[src/rtl/hazard_fwd_unit.sv]
// Hazard detection and operand-forward control for a 5-stage pipeline with a
// multi-cycle divide that occupies EX for DIV_CYCLES cycles.
module hazard_fwd_unit #(
    parameter int unsigned DIV_CYCLES = 32
) (
    input  logic       clk,
    input  logic       rst_n,
    input  logic       id_valid,
    input  logic [4:0] id_rs,
    input  logic [4:0] id_rt,
    input  logic       id_use_rs,
    input  logic       id_use_rt,
    input  logic [4:0] id_waddr,
    input  logic       id_we,
    input  logic       id_is_load,
    input  logic       id_is_div,
    output logic       control_rdata_a,
    output logic       control_rdata_b,
    output logic       fwd_ex_a,
    output logic       fwd_ex_b,
    output logic       stall_if,
    output logic       stall_id,
    output logic       stall_ex,
    output logic       bubble_ex,
    output logic       div_busy
);

    localparam logic [5:0] DivLoad = 6'(DIV_CYCLES - 1);

    typedef struct packed {
        logic       valid;
        logic       we;
        logic [4:0] waddr;
        logic       is_load;
    } slot_t;

    // WB producers need no tracking here: the register file is write-through.
    slot_t      ex_q, ex_d;
    slot_t      mem_q, mem_d;
    logic [5:0] div_cnt_q, div_cnt_d;
    logic       fwd_a_q, fwd_a_d, fwd_b_q, fwd_b_d;
    logic       ctl_a_q, ctl_a_d, ctl_b_q, ctl_b_d;

    logic ex_wr, mem_wr;
    logic rs_ex, rt_ex, rs_mem, rt_mem;
    logic load_use, busy;

    always_comb begin
        ex_wr    = ex_q.valid & ex_q.we & (ex_q.waddr != 5'd0);
        mem_wr   = mem_q.valid & mem_q.we & (mem_q.waddr != 5'd0);
        rs_ex    = id_valid & id_use_rs & ex_wr & (ex_q.waddr == id_rs);
        rt_ex    = id_valid & id_use_rt & ex_wr & (ex_q.waddr == id_rt);
        rs_mem   = id_valid & id_use_rs & mem_wr & (mem_q.waddr == id_rs);
        rt_mem   = id_valid & id_use_rt & mem_wr & (mem_q.waddr == id_rt);
        load_use = ex_q.is_load & (rs_ex | rt_ex);
        busy     = (div_cnt_q != 6'd0);
    end

    always_comb begin
        ex_d      = ex_q;
        mem_d     = mem_q;
        div_cnt_d = div_cnt_q;
        fwd_a_d   = fwd_a_q;
        fwd_b_d   = fwd_b_q;
        ctl_a_d   = ctl_a_q;
        ctl_b_d   = ctl_b_q;
        if (busy) begin
            // EX and selects frozen behind the divide; MEM fills with bubbles.
            div_cnt_d   = div_cnt_q - 6'd1;
            mem_d.valid = 1'b0;
        end else if (load_use) begin
            mem_d    = ex_q;
            ex_d     = '0;
            fwd_a_d  = 1'b0;
            fwd_b_d  = 1'b0;
            ctl_a_d  = 1'b0;
            ctl_b_d  = 1'b0;
        end else begin
            mem_d      = ex_q;
            ex_d.valid   = id_valid;
            ex_d.we      = id_we;
            ex_d.waddr   = id_waddr;
            ex_d.is_load = id_is_load;
            // EX producer is youngest, so it wins over MEM.
            fwd_a_d = rs_ex;
            fwd_b_d = rt_ex;
            ctl_a_d = rs_mem & ~rs_ex;
            ctl_b_d = rt_mem & ~rt_ex;
            if (id_valid && id_is_div) begin
                div_cnt_d = DivLoad;
            end
        end
    end

    always_ff @(posedge clk) begin
        if (!rst_n) begin
            ex_q      <= '0;
            mem_q     <= '0;
            div_cnt_q <= 6'd0;
            fwd_a_q   <= 1'b0;
            fwd_b_q   <= 1'b0;
            ctl_a_q   <= 1'b0;
            ctl_b_q   <= 1'b0;
        end else begin
            ex_q      <= ex_d;
            mem_q     <= mem_d;
            div_cnt_q <= div_cnt_d;
            fwd_a_q   <= fwd_a_d;
            fwd_b_q   <= fwd_b_d;
            ctl_a_q   <= ctl_a_d;
            ctl_b_q   <= ctl_b_d;
        end
    end

    always_comb begin
        control_rdata_a = ctl_a_q;
        control_rdata_b = ctl_b_q;
        fwd_ex_a        = fwd_a_q;
        fwd_ex_b        = fwd_b_q;
        div_busy        = busy;
        stall_ex        = busy;
        stall_if        = busy | load_use;
        stall_id        = busy | load_use;
        bubble_ex       = load_use & ~busy;
    end

endmodule

[config.mk]
export PLATFORM = sky130hd
export DESIGN_NAME = hazard_fwd_unit
export DESIGN_NICKNAME = d
export VERILOG_FILES = /design/src/rtl/hazard_fwd_unit.sv
export SDC_FILE = /design/constraint.sdc
export NUM_CORES = 1
export LEC_CHECK = 0
export ABC_AREA = 1
export CAP_MARGIN = 20
export CORE_UTILIZATION = 45
export DETAILED_ROUTE_END_ITERATION = 16
export PLACE_DENSITY_LB_ADDON = 0.25
export SYNTH_ARGS = -nofsm -noshare
export SYNTH_HDL_FRONTEND = slang
export SYNTH_SLANG_ARGS = --single-unit
[constraint.sdc]
create_clock -name clk -period 1.5 [get_ports clk]
set_input_delay 0.3 -clock clk [delete_from_list [all_inputs] [get_ports clk]]
set_output_delay 0.3 -clock clk [all_outputs]
set_load 0.02 [all_outputs]
* Yosys cells after proc, flatten, opt, wreduce, memory -nomap -nowiden
Cells that the tools add are included.
W data, S select, Z words.
** Word-level totals
- Register bits :: 25
- Input port bits :: 23
- Word-level logic and storage cells :: 57
** Cells by class
- Add/sub/neg operators :: 1
- Equality and inequality tests :: 5
- Mux-type cells :: 8
- Bitwise operators :: 24
- Reductions and logical operators :: 7
** Operators with widths (count)
- $eq A5 B5 Y1 :: 4
- $and A1 B1 Y1 :: 18
- $mux W6 :: 3
- $reduce_bool A5 Y1 :: 2
- $mux W8 :: 1
- $reduce_bool A6 Y1 :: 1
- $sub A6 B1 Y6 const B :: 1
- $mux W1 :: 4
- $not A1 Y1 :: 4
- $ne A2 B1 Y1 const B :: 1
- $or A1 B1 Y1 :: 2
- $reduce_and A2 Y1 :: 1
- $reduce_bool A2 Y1 :: 1
- $reduce_or A2 Y1 :: 1
- $logic_and A1 B1 Y1 :: 1

* Longest topological paths before layout
Gate-level depths: netlist of run 1.
- Word-level depth :: 8
- Depth in mapped cells :: 11

* Worst setup path before layout of run 1
No wires, ideal clock.
- Path kind :: reg2out
- Start point :: reg ex_q[4] (netlist name)
- End point :: out stall_if
- Arrival time :: 1.343 ns
- Data required time :: 1.200 ns
- Slack :: -0.143 ns
- Stages on the path, launching flop included :: 10
- Buffers on the path :: 2
- Path through :: dfxtp_1 > buf_6 > xnor2_1 > nand2_1 > nor2_2 > nand3_2 > nand2_4 > nand2_4 > nand2_1 > buf_4
** On the way
- Word-level cells in the longest chain between the ends :: 7
- Elaborated cells between the ends (all ways) :: 11
** RTL lines
- start, declared :: RTL line 38 : slot_t ex_q, ex_d;
- start signal, assigned :: RTL line 97 : ex_q <= '0;
- start signal, assigned :: RTL line 105 : ex_q <= ex_d;
- $reduce_bool A5 Y1 :: RTL line 49 : ex_wr = ex_q.valid & ex_q.we & (ex_q.waddr != 5'd0);
- $and A1 B1 Y1 :: RTL line 49
- $and A1 B1 Y1 (on tied branches) (2 in series) :: RTL line 51, 52
- $or A1 B1 Y1 (*) :: RTL line 55 : load_use = ex_q.is_load & (rs_ex | rt_ex);
- $and A1 B1 Y1 (*) :: RTL line 55
- $or A1 B1 Y1 (*)
- end, declared :: RTL line 21 : output logic stall_if,
Mark *: on every way between the ends. The rest lies on a longest branch, timed or not.

* Worst setup path after layout of run 1
- Start point :: reg ex_q[4] (netlist name)
- End point :: out stall_id
** On the way
- Word-level cells in the longest chain between the ends :: 7
- Elaborated cells between the ends (all ways) :: 11
** RTL lines
- $reduce_bool A5 Y1 :: RTL line 49
- $and A1 B1 Y1 :: RTL line 49
- $and A1 B1 Y1 (on tied branches) (2 in series) :: RTL line 51, 52
- $or A1 B1 Y1 (*) :: RTL line 55
- $and A1 B1 Y1 (*) :: RTL line 55
- $or A1 B1 Y1 (*) :: RTL line 123 : stall_id = busy | load_use;
- end, declared :: RTL line 22 : output logic stall_id,
Marks and branches as above.

==> load_flow_metrics.sql, run 1 <==
INSERT INTO impl_metrics (metric_group, metric, value, unit) VALUES
('setup_path', 'critical_path.cell_chain', 'buf_6, a21oi_2, nand2_1, nor2_2, nand3_2, nand2_4, nand2_4, nand2_4, buf_6', ''),
('synth', 'synth-seq-area-share', '0.333', ''),
('outcome', 'status', 'finished, violations left', ''),
('synth', 'synth.distinct_cells', '34', ''),
('power', 'power.leakage', '1.10', 'nW'),
('min_path', 'hold_start', 'fwd_ex_a', ''),
('sta', 'period_share', '1.27', ''),
('power', 'vdd_drop_max', '1810', 'uV'),
('drt', 'vias', '1698', ''),
('sta', 'hold_slack', '0.480', 'ns'),
('sta', 'finalSetupViolations', '6', ''),
('synth', 'synth_top_family_by_area', 'simple AND/OR/NAND/NOR gates', ''),
('placement', 'i_o_buffers', '31', ''),
('synth', 'ys_ff_latch', '25', ''),
('sta', 'timing_worst_slew_pin_value', '0.259', 'ns'),
('drt', 'post-route-drc-count', '0', ''),
('sta', 'final.setup.worst_slack', '-0.401', 'ns'),
('setup_path', 'worstReg2RegEnd', 'div_cnt_q[1]', ''),
('clock_network', 'cts_buffer_depth', '2', ''),
('floorplan', 'floorplan.die_area', '0.00357', 'mm2'),
('synth', 'synth_compound_gate_area_share', '0.130', ''),
('floorplan', 'die_y', '59.8', 'um'),
('synth', 'post_synth_mux_area_share', '0', ''),
('power', 'power-per-cell-area', '1720', 'mW/mm2'),
('drt', 'final_antenna_net_count', '0', ''),
('clock_network', 'cts_root_buffer', 'sky130_fd_sc_hd__clkbuf_4', ''),
('floorplan', 'die_w', '59.8', 'um'),
('drt', 'vias_per_cell', '4.96', ''),
('sta', 'final-max-slew-violation-count', '0', ''),
('min_path', 'min_delay_path_depth', '2', ''),
('setup_path', 'critPathSlowestCell', 'sky130_fd_sc_hd__dfxtp_4', ''),
('synth', 'synth_ff_type', 'sky130_fd_sc_hd__dfxtp_1', ''),
('synth', 'async_flop_share', '0', ''),
('setup_path', 'worst_ep_arrival_time', '1.60', 'ns'),
('finish', 'insertedDiodeCount', '0', ''),
('global_routing', 'largest_net_degree_at_the_start_of_global_routing', '26', ''),
('setup_path', 'startpoint_to_endpoint_class_of_the_critical_path', 'reg -> out', ''),
('global_routing', 'gr_util_met2', '0.424', ''),
('finish', 'fin_cells', '342', ''),
('setup_path', 'timing.reg2reg.setup_slack', '-0.01', 'ns'),
('clock_network', 'clock_latency', '0.33', 'ns'),
('setup_path', 'critPathCaptureType', 'output port', ''),
('setup_path', 'worstPathMaxFanout', '6', ''),
('clock_network', 'clk_pin_slew', '0.15', 'ns'),
('floorplan', 'row_count', '20', ''),
('global_routing', 'initial_antenna_violation_count', '0', ''),
('synth', 'synth.top_cell.area_share', '0.333', ''),
('sta', 'finalClockSkew', '0.00259', 'ns'),
('synth', 'synth_area_per_cell', '6.65', 'um2'),
('global_routing', 'grt_remaining_overflow', '0', ''),
('floorplan', 'ioPinCount', '32', ''),
('setup_path', 'required', '1.20', 'ns'),
('setup_path', 'path_common_cell', 'sky130_fd_sc_hd__nand2_4', ''),
('synth', 'yosysTopAreaCell', 'sky130_fd_sc_hd__dfxtp_1', ''),
('synth', 'synthSimpleGateAreaFrac', '0.381', ''),
('finish', 'layout-drive-gt1-share', '0.359', ''),
('synth', 'syn-cell-area', '0.00150', 'mm2'),
('sta', 'layout_min_cycle_time', '1.90', 'ns'),
('placement', 'worst_setup_slack_post_dpl', '-0.984', 'ns'),
('placement', 'hpwl_detailed', '2.94', 'mm'),
('global_routing', 'use_met3', '0.0260', ''),
('setup_path', 'worst_setup_path_start_kind', 'flip-flop', ''),
('finish', 'area.growth.synth_to_final', '54.7', '%'),
('global_routing', 'grt_util_met1', '0.331', ''),
('sta', 'final_hold_viol_count', '0', ''),
('clock_network', 'clock_sinks', '25', ''),
('outcome', 'violations', 'setup timing', ''),
('placement', 'place.gp.congestion', '0.908', ''),
('placement', 'placed_cells_incl_taps', '330', ''),
('synth', 'yosys.area_share.adder', '0.00833', ''),
('finish', 'final_net_count', '323', '');
## cells by family (layout without fill, tap and decap cells)
kind of cell / count (synthesis) / count (layout)
xor+xnor: 6 / 6
buf+inv: 35 / 107
compound gates: 36 / 36
flops: 25 / 25
simple gates: 123 / 123
fa+ha+maj: 1 / 1
## critical path: cells and delay by family, from the launching register on
| kind | cells | cell delay, ns |
|---|---|---|
| AND/OR/NAND/NOR | 6 | 0.53 |
| AO/OA/AOI/OAI | 1 | 0.11 |
| flip-flops | 1 | 0.41 |
| buffers and inverters | 2 | 0.23 |
## power breakdown
part	internal [W]	switching [W]	total, W
Clock	0.000102	0.000224	0.000326
Combinational	0.00123	0.00131	0.00254
Sequential	0.000903	0.000216	0.00112
## how the worst max path moves through the flow
stage | slack (ns) | to | start
finish | -0.40 | stall_id | ex_q[4]
detailed placement | -0.98 | stall_if | id_valid
CTS | -0.38 | stall_if | ex_q[4]
floorplan | -0.006 | stall_if | ex_q[4]
global placement | -0.93 | stall_id | id_valid
global route | -0.49 | stall_id | ex_q[4]
## through the flow
stage               total power (W)   util  TNS [ns]  cell area (um2)
CTS                         0.00370  0.712     -1.49             2210
finish                      0.00399  0.749     -1.54             2320
global route                0.00428  0.749     -2.75             2320
detailed placement          0.00311  0.675    -10.93             2090
floorplan                   0.00239      -  -0.00562             1520
global placement            0.00308  0.675     -9.75             2090
## state kept, by name (all words and copies together), names as in the netlist
name	count
control_rdata_a	1
control_rdata_b	1
div_cnt_q	6
ex_q	8
fwd_ex_a	1
fwd_ex_b	1
mem_q	7
## area by class of cell
class | count | area, um2
Clock buffer | 3 | 22.5
Clock inverter | 1 | 7.51
Fill cell | 280 | 778
Inverter | 27 | 109
Multi-Input combinational cell | 166 | 948
Sequential cell | 25 | 518
Tap cell | 44 | 55.1
Timing Repair Buffer | 76 | 664
## synthesized netlist by cell type, types with 2 or more instances
cell type / instances
sky130_fd_sc_hd__nor2_1: 18
sky130_fd_sc_hd__buf_4: 2
sky130_fd_sc_hd__a21oi_1: 22
sky130_fd_sc_hd__xor2_1: 2
sky130_fd_sc_hd__dfxtp_1: 25
sky130_fd_sc_hd__nor2_2: 2
sky130_fd_sc_hd__buf_2: 2
sky130_fd_sc_hd__inv_2: 3
sky130_fd_sc_hd__buf_6: 3
sky130_fd_sc_hd__nand3_1: 18
sky130_fd_sc_hd__nand4_1: 2
sky130_fd_sc_hd__nand3_2: 3
sky130_fd_sc_hd__o21ai_0: 8
sky130_fd_sc_hd__xnor2_1: 4
sky130_fd_sc_hd__inv_1: 23
sky130_fd_sc_hd__nand2_2: 2
sky130_fd_sc_hd__nand2_4: 3
sky130_fd_sc_hd__nand2_1: 68
## layer usage
| metal | vias to the layer above | routed length [um] |
|---|---|---|
| li1 | 867 | - |
| met1 | 773 | 1990 |
| met2 | 52 | 2070 |
| met3 | 6 | 199 |
| met4 | 0 | 60 |
| met5 | - | 0 |
## cells in the final DEF (no fill, tap or decap), drive strengths merged, types with 2 or more instances in the layout
cell type	count
buf	50
xor2	2
nor2	20
dlygate4sd2	13
a21oi	23
nand3	22
clkbuf	3
clkdlybuf4s50	10
dfxtp	25
dlymetal6s2s	3
inv	26
o21ai	8
xnor2	4
nand2	73
or2	3
nor3	2
nand4	2
## what timing repair did
item                                    in CTS  in global routing
hold endpoints to repair                     0                  0
setup buffers                                6                  7
endpoints found under the setup margin      30                 28
pin swaps                                   11                 16
gates resized for setup                     63                 34
No activity file was read; power rests on OpenSTA's default activity.
==> inputs of run 2 (changes only) <==
--- a/config.mk
+++ b/config.mk
@@ -7,8 +7,9 @@
 export LEC_CHECK = 0
 export ABC_AREA = 1
 export CAP_MARGIN = 20
-export CORE_UTILIZATION = 45
+export CORE_UTILIZATION = 50
 export DETAILED_ROUTE_END_ITERATION = 16
+export DONT_BUFFER_PORTS = 1
 export PLACE_DENSITY_LB_ADDON = 0.25
 export SYNTH_ARGS = -nofsm -noshare
 export SYNTH_HDL_FRONTEND = slang
==> run 2 against run 1 <==
  * The run ends with DRC, setup timing left
  * Critical path depth fell by 1
  * Clock power fell by 5%
  * Critical endpoint is now stall_if
  * Via count fell by 15%
  * Critical path type unchanged
==> load_flow_metrics.sql, run 2 (same netlist as run 1, synthesis figures left out) <==
INSERT INTO impl_metrics (metric_group, metric, value, unit) VALUES
('power', 'power.leakage', '0.815', 'nW'),
('finish', 'insertedDiodeCount', '0', ''),
('drt', 'route.final.wire_length', '3.87', 'mm'),
('setup_path', 'timing.reg2reg.setup_slack', '-0.04', 'ns'),
('clock_network', 'htree_num_levels', '1', ''),
('finish', 'final-seq-area', '520', 'um2'),
('floorplan', 'die_w', '56.8', 'um'),
('placement', 'placed_cells_incl_taps', '262', ''),
('global_routing', 'grt_remaining_overflow', '0', ''),
('setup_path', 'worstPathMaxFanout', '6', ''),
('drt', 'dr.pass1.iters', '10', ''),
('setup_path', 'rr_startpoint', 'div_cnt_q[0]', ''),
('finish', 'area.growth.synth_to_final', '22.6', '%'),
('floorplan', 'initial_utilization', '0.536', ''),
('sta', 'final.setup.worst_slack', '-0.294', 'ns'),
('setup_path', 'critPathCaptureType', 'output port', ''),
('finish', 'most-common-layout-cells', 'sky130_fd_sc_hd__nand2_1 (63), sky130_fd_sc_hd__inv_1 (20), sky130_fd_sc_hd__a21oi_1 (19)', ''),
('drt', 'post_drt_wl_per_cell', '14.2', 'um'),
('global_routing', 'initial_antenna_violation_count', '0', ''),
('drt', 'met2_wirelength', '1.90', 'mm'),
('sta', 'final-max-slew-violation-count', '0', ''),
('sta', 'hold_slack', '0.0875', 'ns'),
('min_path', 'min_path_type', 'in -> reg', ''),
('outcome', 'violations', 'DRC, setup timing', ''),
('drt', 'vias', '1442', ''),
('drt', 'first_iter_violations', '80', ''),
('clock_network', 'cts_buffer_depth', '2', ''),
('clock_network', 'cts_root_buffer', 'sky130_fd_sc_hd__clkbuf_4', ''),
('finish', 'leading_registers_by_flop_count', 'ex_q (8), mem_q (7), div_cnt_q (6)', ''),
('setup_path', 'timing.critical_path.from', 'ex_q[1]', ''),
('drt', 'final_antenna_net_count', '0', ''),
('drt', 'wl_met3', '251', 'um'),
('floorplan', 'floorplan.die_area', '0.00323', 'mm2'),
('finish', 'largest_register', 'ex_q', ''),
('floorplan', 'row_count', '19', ''),
('sta', 'finalSetupViolations', '7', ''),
('placement', 'hpwl_detailed', '2.71', 'mm'),
('finish', 'multi_input_area', '951', 'um2'),
('finish', 'fin_cells', '273', ''),
('sta', 'layout_min_cycle_time', '1.79', 'ns'),
('sta', 'finalClockSkew', '0.00201', 'ns'),
('sta', 'final_hold_viol_count', '0', ''),
('setup_path', 'worst_setup_path_start_kind', 'flip-flop', ''),
('drt', 'post-route-drc-count', '4', ''),
('power', 'vdd_drop_max', '1260', 'uV'),
('outcome', 'status', 'finished, violations left', ''),
('placement', 'worst_setup_slack_post_dpl', '-0.0225', 'ns'),
('sta', 'max-slew-margin-rel', '0.652', ''),
('global_routing', 'grt_pass1_vias', '1313', ''),
('setup_path', 'worst_ep_arrival_time', '1.49', 'ns'),
('drt', 'vias_per_cell', '5.28', ''),
('sta', 'period_share', '1.20', ''),
('placement', 'place.gp.congestion', '0.880', ''),
('finish', 'layout.cells.most_common', 'sky130_fd_sc_hd__nand2_1', ''),
('global_routing', 'tot_gr_track_use', '0.232', ''),
('placement', 'post_dp_cell_area', '0.00161', 'mm2'),
('run', 'max-cap-violations', '0', ''),
('sta', 'timing_worst_slew_pin_value', '0.521', 'ns'),
('sta', 'maximum_clock_frequency', '557', 'MHz'),
('setup_path', 'required', '1.20', 'ns'),
('finish', 'nFillCells', '263', ''),
('clock_network', 'cts_tree', 'built', ''),
('finish', 'final_net_count', '267', ''),
('drt', 'drt-met1-wl', '1.68', 'mm'),
('clock_network', 'numCtsBuffers', '3', ''),
('min_path', 'min_delay_path_depth', '2', ''),
('clock_network', 'clk_pin_slew', '0.14', 'ns'),
('clock_network', 'clock_latency', '0.32', 'ns'),
('placement', 'i_o_buffers', '0', ''),
('power', 'power-per-cell-area', '1980', 'mW/mm2'),
('setup_path', 'worst_setup_path_endpoint', 'stall_if', ''),
('finish', 'layout-drive-gt1-share', '0.302', ''),
('finish', 'final_core_util', '0.657', ''),
('setup_path', 'startpoint_to_endpoint_class_of_the_critical_path', 'reg -> out', ''),
('finish', 'final_cell_area', '0.00184', 'mm2'),
('global_routing', 'grt_pass1_wl', '5.85', 'mm'),
('floorplan', 'ioPinCount', '32', ''),
('drt', 'highest-signal-layer', 'met4', ''),
('floorplan', 'die_y', '56.8', 'um'),
('floorplan', 'core_area', '0.00281', 'mm2'),
('global_routing', 'largest_net_degree_at_the_start_of_global_routing', '16', ''),
('setup_path', 'worst-r2r-cell-count', '10', ''),
('sta', 'rsz0062_at_grt', 'true', ''),
('finish', 'largest_reg_flops', '8', ''),
('setup_path', 'worstReg2RegEnd', 'fwd_ex_a', ''),
('clock_network', 'clock_sinks', '25', '');
## run 2: final cells by class
class	instances	share of cell area
Multi-Input combinational cell	166	0.516
Sequential cell	25	0.282
Clock inverter	1	0.00272
Clock buffer	3	0.0122
Tap cell	31	0.0210
Timing Repair Buffer	20	0.105
Inverter	27	0.0604
## run 2: how the worst min path moves through the flow
| stage | startpoint | to | slack, ns |
|---|---|---|---|
| detailed placement | rst_n | div_cnt_q[1] | 0.43 |
| CTS | rst_n | div_cnt_q[1] | 0.07 |
| global placement | rst_n | div_cnt_q[1] | 0.43 |
| global route | rst_n | div_cnt_q[0] | 0.07 |
| finish | rst_n | div_cnt_q[3] | 0.09 |
| floorplan | ex_q[7] | mem_q[7] | 0.44 |
## run 2: report_power, final
group	internal (W)	switching, W	total [W]
combinational	0.00102	0.00120	0.00222
clock	0.0000999	0.000210	0.000310
sequential	0.000905	0.000204	0.00111
## run 2: repair_timing
item | in CTS | in global routing
resized for setup | 16 | 31
pin swaps | 8 | 11
hold endpoints to repair | 0 | 0
hold buffers | 0 | 0
setup endpoints to repair | 18 | 23
setup buffers | 5 | 5
## run 2: stage by stage
stage	setup TNS [ns]	power, W
after global routing	-1.71	0.00390
after CTS	-1.34	0.00330
after global placement	-0.0220	0.00275
final	-1.13	0.00364
after floorplan	-0.00562	0.00239
after detailed placement	-0.107	0.00279
## run 2: critical path, stage by stage, from the launching register on
cell,delay (ns)
sky130_fd_sc_hd__dfxtp_4,0.39
sky130_fd_sc_hd__inv_1,0.05
sky130_fd_sc_hd__nand2_1,0.09
sky130_fd_sc_hd__nand3_2,0.10
sky130_fd_sc_hd__nor2_2,0.14
sky130_fd_sc_hd__nand3_2,0.10
sky130_fd_sc_hd__nand2_4,0.11
sky130_fd_sc_hd__nand2_4,0.08
sky130_fd_sc_hd__nand2_8,0.12
## run 2: routing by layer
layer	global-route usage	vias to the layer above
met4	0.0697	0
li1	-	750
met5	0	-
met2	0.372	45
met3	0.0346	4
met1	0.321	643
==> inputs of run 3 (changes only) <==
--- a/config.mk
+++ b/config.mk
@@ -8,6 +8,7 @@
 export ABC_AREA = 1
 export CAP_MARGIN = 20
 export CORE_UTILIZATION = 50
+export CTS_CLUSTER_DIAMETER = 100
 export DETAILED_ROUTE_END_ITERATION = 16
 export DONT_BUFFER_PORTS = 1
 export PLACE_DENSITY_LB_ADDON = 0.25
==> results of run 3 <==
The final DEF is identical to that of run 2; final timing and power are the same.
